<file path="src/rtl/mem_port_arbiter.sv">
// rtl/mem_port_arbiter.sv - fetch/data arbiter in front of one synchronous-read memory
module mem_port_arbiter #(
    parameter int AW         = 32,
    parameter int DW         = 32,
    parameter int DATA_PRIO  = 1,
    parameter int MAX_STARVE = 4
) (
    input  logic          clk,
    input  logic          reset,
    input  logic          if_req,
    input  logic [AW-1:0] if_addr,
    output logic          if_gnt,
    output logic          if_rvalid,
    output logic [DW-1:0] if_rdata,
    input  logic          d_req,
    input  logic          d_we,
    input  logic [AW-1:0] d_addr,
    input  logic [DW-1:0] d_wdata,
    output logic          d_gnt,
    output logic          d_rvalid,
    output logic [DW-1:0] d_rdata,
    output logic          mem_we,
    output logic [AW-1:0] mem_addr,
    output logic [DW-1:0] mem_wdata,
    input  logic [DW-1:0] mem_rdata,
    output logic          busy
);
    typedef enum logic [1:0] {OWN_NONE, OWN_IF, OWN_D} owner_t;

    localparam logic [3:0] STARVE_MAX = 4'(MAX_STARVE);

    owner_t     owner, owner_nxt;
    logic       last_gnt_d, last_gnt_d_nxt;
    logic [3:0] starve_cnt, starve_nxt;
    logic       fetch_wins;

    always_comb begin
        fetch_wins     = 1'b0;
        mem_we         = 1'b0;
        mem_addr       = '0;
        mem_wdata      = '0;
        owner_nxt      = OWN_NONE;
        last_gnt_d_nxt = last_gnt_d;
        starve_nxt     = 4'd0;

        if (if_req) begin
            if (!d_req)
                fetch_wins = 1'b1;
            else if (DATA_PRIO != 0)
                fetch_wins = (starve_cnt == STARVE_MAX);
            else
                fetch_wins = last_gnt_d;
        end

        // Reset blocks every grant, so nothing reaches memory while it is held.
        if_gnt = !reset && fetch_wins;
        d_gnt  = !reset && d_req && !fetch_wins;

        if (if_gnt) begin
            mem_addr       = if_addr;
            owner_nxt      = OWN_IF;
            last_gnt_d_nxt = 1'b0;
        end else if (d_gnt) begin
            mem_we         = d_we;
            mem_addr       = d_addr;
            mem_wdata      = d_wdata;
            owner_nxt      = d_we ? OWN_NONE : OWN_D;
            last_gnt_d_nxt = 1'b1;
        end

        if ((DATA_PRIO != 0) && if_req && !if_gnt)
            starve_nxt = (starve_cnt == STARVE_MAX) ? starve_cnt : starve_cnt + 4'd1;
    end

    always_ff @(posedge clk) begin
        if (reset) begin
            owner      <= OWN_NONE;
            last_gnt_d <= 1'b1;
            starve_cnt <= 4'd0;
        end else begin
            owner      <= owner_nxt;
            last_gnt_d <= last_gnt_d_nxt;
            starve_cnt <= starve_nxt;
        end
    end

    // Responses follow the registered owner; unowned cycles return zero data.
    assign if_rvalid = (owner == OWN_IF);
    assign d_rvalid  = (owner == OWN_D);
    assign if_rdata  = if_rvalid ? mem_rdata : '0;
    assign d_rdata   = d_rvalid ? mem_rdata : '0;
    assign busy      = (owner != OWN_NONE);
endmodule

</file>
<file path="config.mk">
export PLATFORM = sky130hd
export DESIGN_NAME = mem_port_arbiter
export DESIGN_NICKNAME = d
export VERILOG_FILES = /design/src/rtl/mem_port_arbiter.sv
export SDC_FILE = /design/constraint.sdc
export NUM_CORES = 1
export LEC_CHECK = 0
export CAP_MARGIN = 40
export CORE_AREA = 5 5 101 103
export DETAILED_ROUTE_END_ITERATION = 10
export DIE_AREA = 0 0 106 108
export PLACE_DENSITY = 0.66
export SETUP_SLACK_MARGIN = 0.5
export SYNTH_ARGS = -nofsm -noshare
export SYNTH_HDL_FRONTEND = slang
export SYNTH_SLANG_ARGS = --single-unit
</file>
<file path="constraint.sdc">
create_clock -name clk -period 1.8 [get_ports clk]
set_input_delay 0.36 -clock clk [delete_from_list [all_inputs] [get_ports clk]]
set_output_delay 0.36 -clock clk [all_outputs]
set_load 0.05 [all_outputs]
</file>
-- After elaboration in Yosys (flattened, before gate mapping)
Index checks and enable logic that the tools add are counted.
- bits in registers: 6
- input bits: 133
- output and inout bits: 134
- $add $sub $neg: 1
- eq/ne operators: 3
- muxes and demuxes: 13
- bitwise operators: 2
- reduce and logical (&&, ||, !) cells: 10
- operators with widths (operator ; number):
    32-bit 2-to-1 mux ; 6
    1-bit 2-to-1 mux ; 6
    4-bit by 1-bit adder with 4-bit output (second input constant) ; 1
    4-bit by 3-bit == test with 1-bit output (second input constant) ; 1
    1-bit logical AND ; 4
    1-bit logical NOT ; 3
    3-bit OR reduction ; 1
    2-bit by 1-bit == test with 1-bit output (second input constant) ; 1
    2-bit == test (second input constant) ; 1
    2-bit 2-to-1 mux ; 1
    1-bit inverter ; 2
    2-bit nonzero test ; 1
    2-bit OR reduction ; 1

-- Longest topological paths before layout
Gate-level depths: netlist of the first run.
- depth after elaboration: 8
- mapped depth: 7
- gate-level depth less buffers: 5

-- Least setup slack after synthesis of the first run
Ideal clock, no wire load.
- path kind: flip-flop to output port
- start: reg starve_cnt[0]
- end: out mem_wdata[22]
- data arrival time: 2.017 ns
- required time: 1.440 ns
- path slack: -0.577 ns
- cell stages (with the launch flop): 7
- buffers on the path: 1
- cells stage by stage: dfxtp_1 inv_1 ha_1 nand3b_4 o211a_1 clkbuf_1 and2_1
- longest elaborated chain between the ends: 7
- elaborated cells on any way between the ends: 8
- RTL lines (item ; line ; text):
    start, declared ; 34 ; logic [3:0] starve_cnt, starve_nxt;
    start signal, assigned ; 83 ; starve_cnt <= starve_nxt;
    4-bit by 3-bit == test with 1-bit output ; 50 ; fetch_wins = (starve_cnt == STARVE_MAX);
    1-bit 2-to-1 mux ; 47 ; if (!d_req)
    1-bit 2-to-1 mux ; 46 ; if (if_req) begin
    1-bit logical NOT ; 57 ; d_gnt = !reset && d_req && !fetch_wins;
    1-bit logical AND ; 57 ;
    via d_gnt ; 19 ; output logic d_gnt,
    32-bit 2-to-1 mux ; 63 ; end else if (d_gnt) begin
    32-bit 2-to-1 mux ; 59 ; if (if_gnt) begin
    end, declared ; 24 ; output logic [DW-1:0] mem_wdata,
The timed path passes the listed nets, and every way through them passes these cells.

-- Worst setup path in the final report of the first run
- start: reg starve_cnt[1]
- end: out mem_addr[27]
- longest elaborated chain between the ends: 7
- elaborated cells on any way between the ends: 8
- RTL lines (item ; line ; text):
    4-bit by 3-bit == test with 1-bit output (*) ; 50 ;
    1-bit 2-to-1 mux (*) ; 47 ;
    1-bit 2-to-1 mux (*) ; 46 ;
    1-bit logical NOT ; 57 ;
    1-bit logical AND ; 57 ;
    32-bit 2-to-1 mux ; 63 ;
    32-bit 2-to-1 mux (*) ; 59 ;
    end, declared ; 23 ; output logic [AW-1:0] mem_addr,
Every way passes the cells marked *; elsewhere a longest branch is shown, timed or not.

==> out/qor.csv, run 1 <==
stage;metric;value;unit
worst_setup_path;cp_max_fo;9;
synth;synthDistinctLibCells;21;
global_routing;gr-usage-met2;40.0;%
cts;cts_tree;done;
timing;fmax;0.480;GHz
timing;min_period;2.08;ns
place;dp.cells;551;
global_routing;busiest_layer;met2;
min_path;hold_end;starve_cnt[0];
min_path;min_from;starve_cnt[0];
cts;cts-root-buf;clkbuf_8;
floorplanning;die_w;106;µm
routing;ant_nets;0;
worst_setup_path;startpoint_type;flip-flop;
routing;routedWlPerCell;19.4;µm
timing;hold_violations;0;
layout;final_nets;613;
job;cap_viol_max_count;0;
synth;avgSynthCellArea;7.22;µm²
cts;clk_path_buf_depth;2;
cts;cts_made_buffers;3;
timing;fin_tns_setup;-17.04;ns
worst_setup_path;r2r-end;owner[1];
synth;syn_area;1270;µm²
timing;final_max_slew_viol_count;0;
synth;synth_edf_count;0;
routing;drt_iter0_markers;30;
layout;layout-drive-gt1-share;69.1;%
floorplanning;die_h;108;µm
floorplanning;core;9110;µm²
synth;netlist_instances;176;
timing;fin_skew;0.00616;ns
layout;stdcell_count;587;
worst_setup_path;r2r_slack;0.45;ns
min_path;hold_path_depth;2;
min_path;hold_class;flip-flop to flip-flop;
synth;yosysSeqAreaShare;9.45;%
worst_setup_path;cp.arrival;1.72;ns
routing;drc;0;
synth;synth-async-reset-ratio;0;%
cts;clk_latency;0.22;ns
synth;synth_warnings;0;
floorplanning;initial_core_util;14.0;%
place;gp_congestion;0.757;
global_routing;track_usage;18.4;%
cts;cts.reportedPaths.clkPinSlew;0.04;ns
timing;max_slew_margin;86.5;%
global_routing;antenna_found_initial;0;
global_routing;grtUsageMet3;5.13;%
cts;cts.sinks;6;
worst_setup_path;cp-end-kind;output pin;
synth;ys_ff_latch;6;
layout;num_antenna_cells;0;
cts;htree_levels;1;
worst_setup_path;cp.required;1.44;ns
global_routing;grt_pass1_vias;2817;
timing;setup_ws;-0.283;ns
outcome;status;finished, violations left;
routing;num_vias;2515;
worst_setup_path;rr_worst_depth;6;
layout;final_common_cell;buf_12;
power_and_ir_drop;cellPowerDensity;306;nW/µm²
global_routing;met1_usage;16.6;%
floorplanning;rows;35;
place;port_buffers;266;
floorplanning;dieArea;11400;µm²
layout;area_growth;429;%
power_and_ir_drop;leakage;2.90;nW
routing;first_pass_iters;3;
layout;layout_common_cells;buf_12, clkdlybuf4s50_1, and2_4;
power_and_ir_drop;peakVddDrop;0.000213;V
worst_setup_path;r2r_start;starve_cnt[1];
routing;routed_wl;11.4;mm
outcome;violations;negative setup slack;
worst_setup_path;critPathKind;flip-flop to output pin;
place;post-place-ws;-0.312;ns
timing;setup_violations;91;
synth;ys.flop_type;dfxtp_1;
timing;worst_pin_slew;0.202;ns
routing;via_per_inst;4.28;
synth;synth_nets;311;
timing;rsz0062_at_grt;true;
floorplanning;ioPinCount;267;
global_routing;grt_pass1_wl;16.2;mm
global_routing;gr-total-overflow;0;
timing;min_period_over_period;116;%
place;hpwl;8.74;mm
global_routing;grt_start_max_net_pins;33;
-- registers in the layout (all words and copies together) (netlist names) --
signal	flops
owner	2
starve_cnt	4
-- timing repair --
| action | CTS | global route |
|---|---|---|
| pin swaps | 43 | 5 |
| setup endpoints to repair | 135 | 136 |
| resized for setup | 32 | 10 |
| hold endpoints to repair | 0 | 0 |
| hold buffers | 0 | 0 |
| gates cloned | 11 | 2 |
| buffers inserted | 17 | 3 |
-- final cells by class --
cell class | count | area, µm²
inverters | 5 | 18.8
repair buffers | 313 | 4790
clock buffers | 3 | 41.3
well taps | 111 | 139
fillers | 578 | 2380
multi-input cells | 149 | 1610
flip-flops and latches | 6 | 125
-- worst max-delay path, stage by stage, from the launching register on --
cell      delay, ns
dfxtp_2        0.33
inv_2          0.04
ha_4           0.16
nand3b_4       0.08
buf_4          0.13
a21oi_4        0.05
buf_12         0.14
buf_12         0.14
a22o_2         0.27
buf_12         0.15
-- cells by family (layout without fill, tap and decap cells) --
logic type,after synthesis,after routing,synth area share [%]
flops,6,6,9.45
compound gates,35,35,23.9
simple gates,110,110,54.3
buf+inv,21,321,8.86
xor+xnor,1,1,0.689
mux,1,1,0.787
fa+ha+maj,2,2,1.97
-- report_power, final --
group | total, mW | switching [mW] | internal, mW
sequential | 0.140 | 0.00243 | 0.137
combinational | 1.71 | 0.735 | 0.975
clock | 0.208 | 0.0640 | 0.144
-- worst max-delay path by stage --
stage	startpoint	to	slack (ns)	depth (start not counted)
after floorplan	starve_cnt[1]	mem_addr[10]	0.002	7
after global placement	if_req	mem_addr[31]	-0.32	6
after detailed placement	if_req	mem_addr[11]	-0.31	6
after CTS	starve_cnt[1]	mem_addr[27]	-0.31	8
after global routing	starve_cnt[1]	mem_addr[27]	-0.34	9
final	starve_cnt[1]	mem_addr[27]	-0.28	9
-- cells in the mapped netlist (2+ instances only) --
cell type | count | share of area [%]
and2_1 | 97 | 48
ha_1 | 2 | 2.0
nor3_1 | 4 | 1.6
buf_6 | 4 | 3.5
clkbuf_1 | 9 | 2.7
dfxtp_1 | 6 | 9.4
inv_1 | 5 | 1.5
buf_2 | 3 | 1.2
a22o_1 | 32 | 22
nor2b_1 | 3 | 1.5
-- per-layer routing --
metal	wire length, µm	share of wire [%]
met1	3510	31
met5	0	0
met3	966	8.5
met2	6770	60
met4	121	1.1
-- metrics by stage --
| step | util, % | instance area [µm²] | hold slack (ns) | power (mW) |
|---|---|---|---|---|
| detailed placement | 66.0 | 6020 | 0.517 | 1.71 |
| global placement | 66.0 | 6020 | 0.509 | 1.70 |
| finish | 73.8 | 6730 | 0.521 | 2.06 |
| CTS | 72.6 | 6620 | 0.523 | 2.05 |
| floorplan | - | 1900 | 0.424 | 0.837 |
| global route | 73.8 | 6730 | 0.543 | 2.13 |
No activity file was read; power rests on OpenSTA's default activity.
==> run 2, diff against run 1 <==
Settings changed: SLEW_MARGIN set to 20.
==> results of run 2 <==
The final DEF is identical to that of run 1; final timing and power are the same.
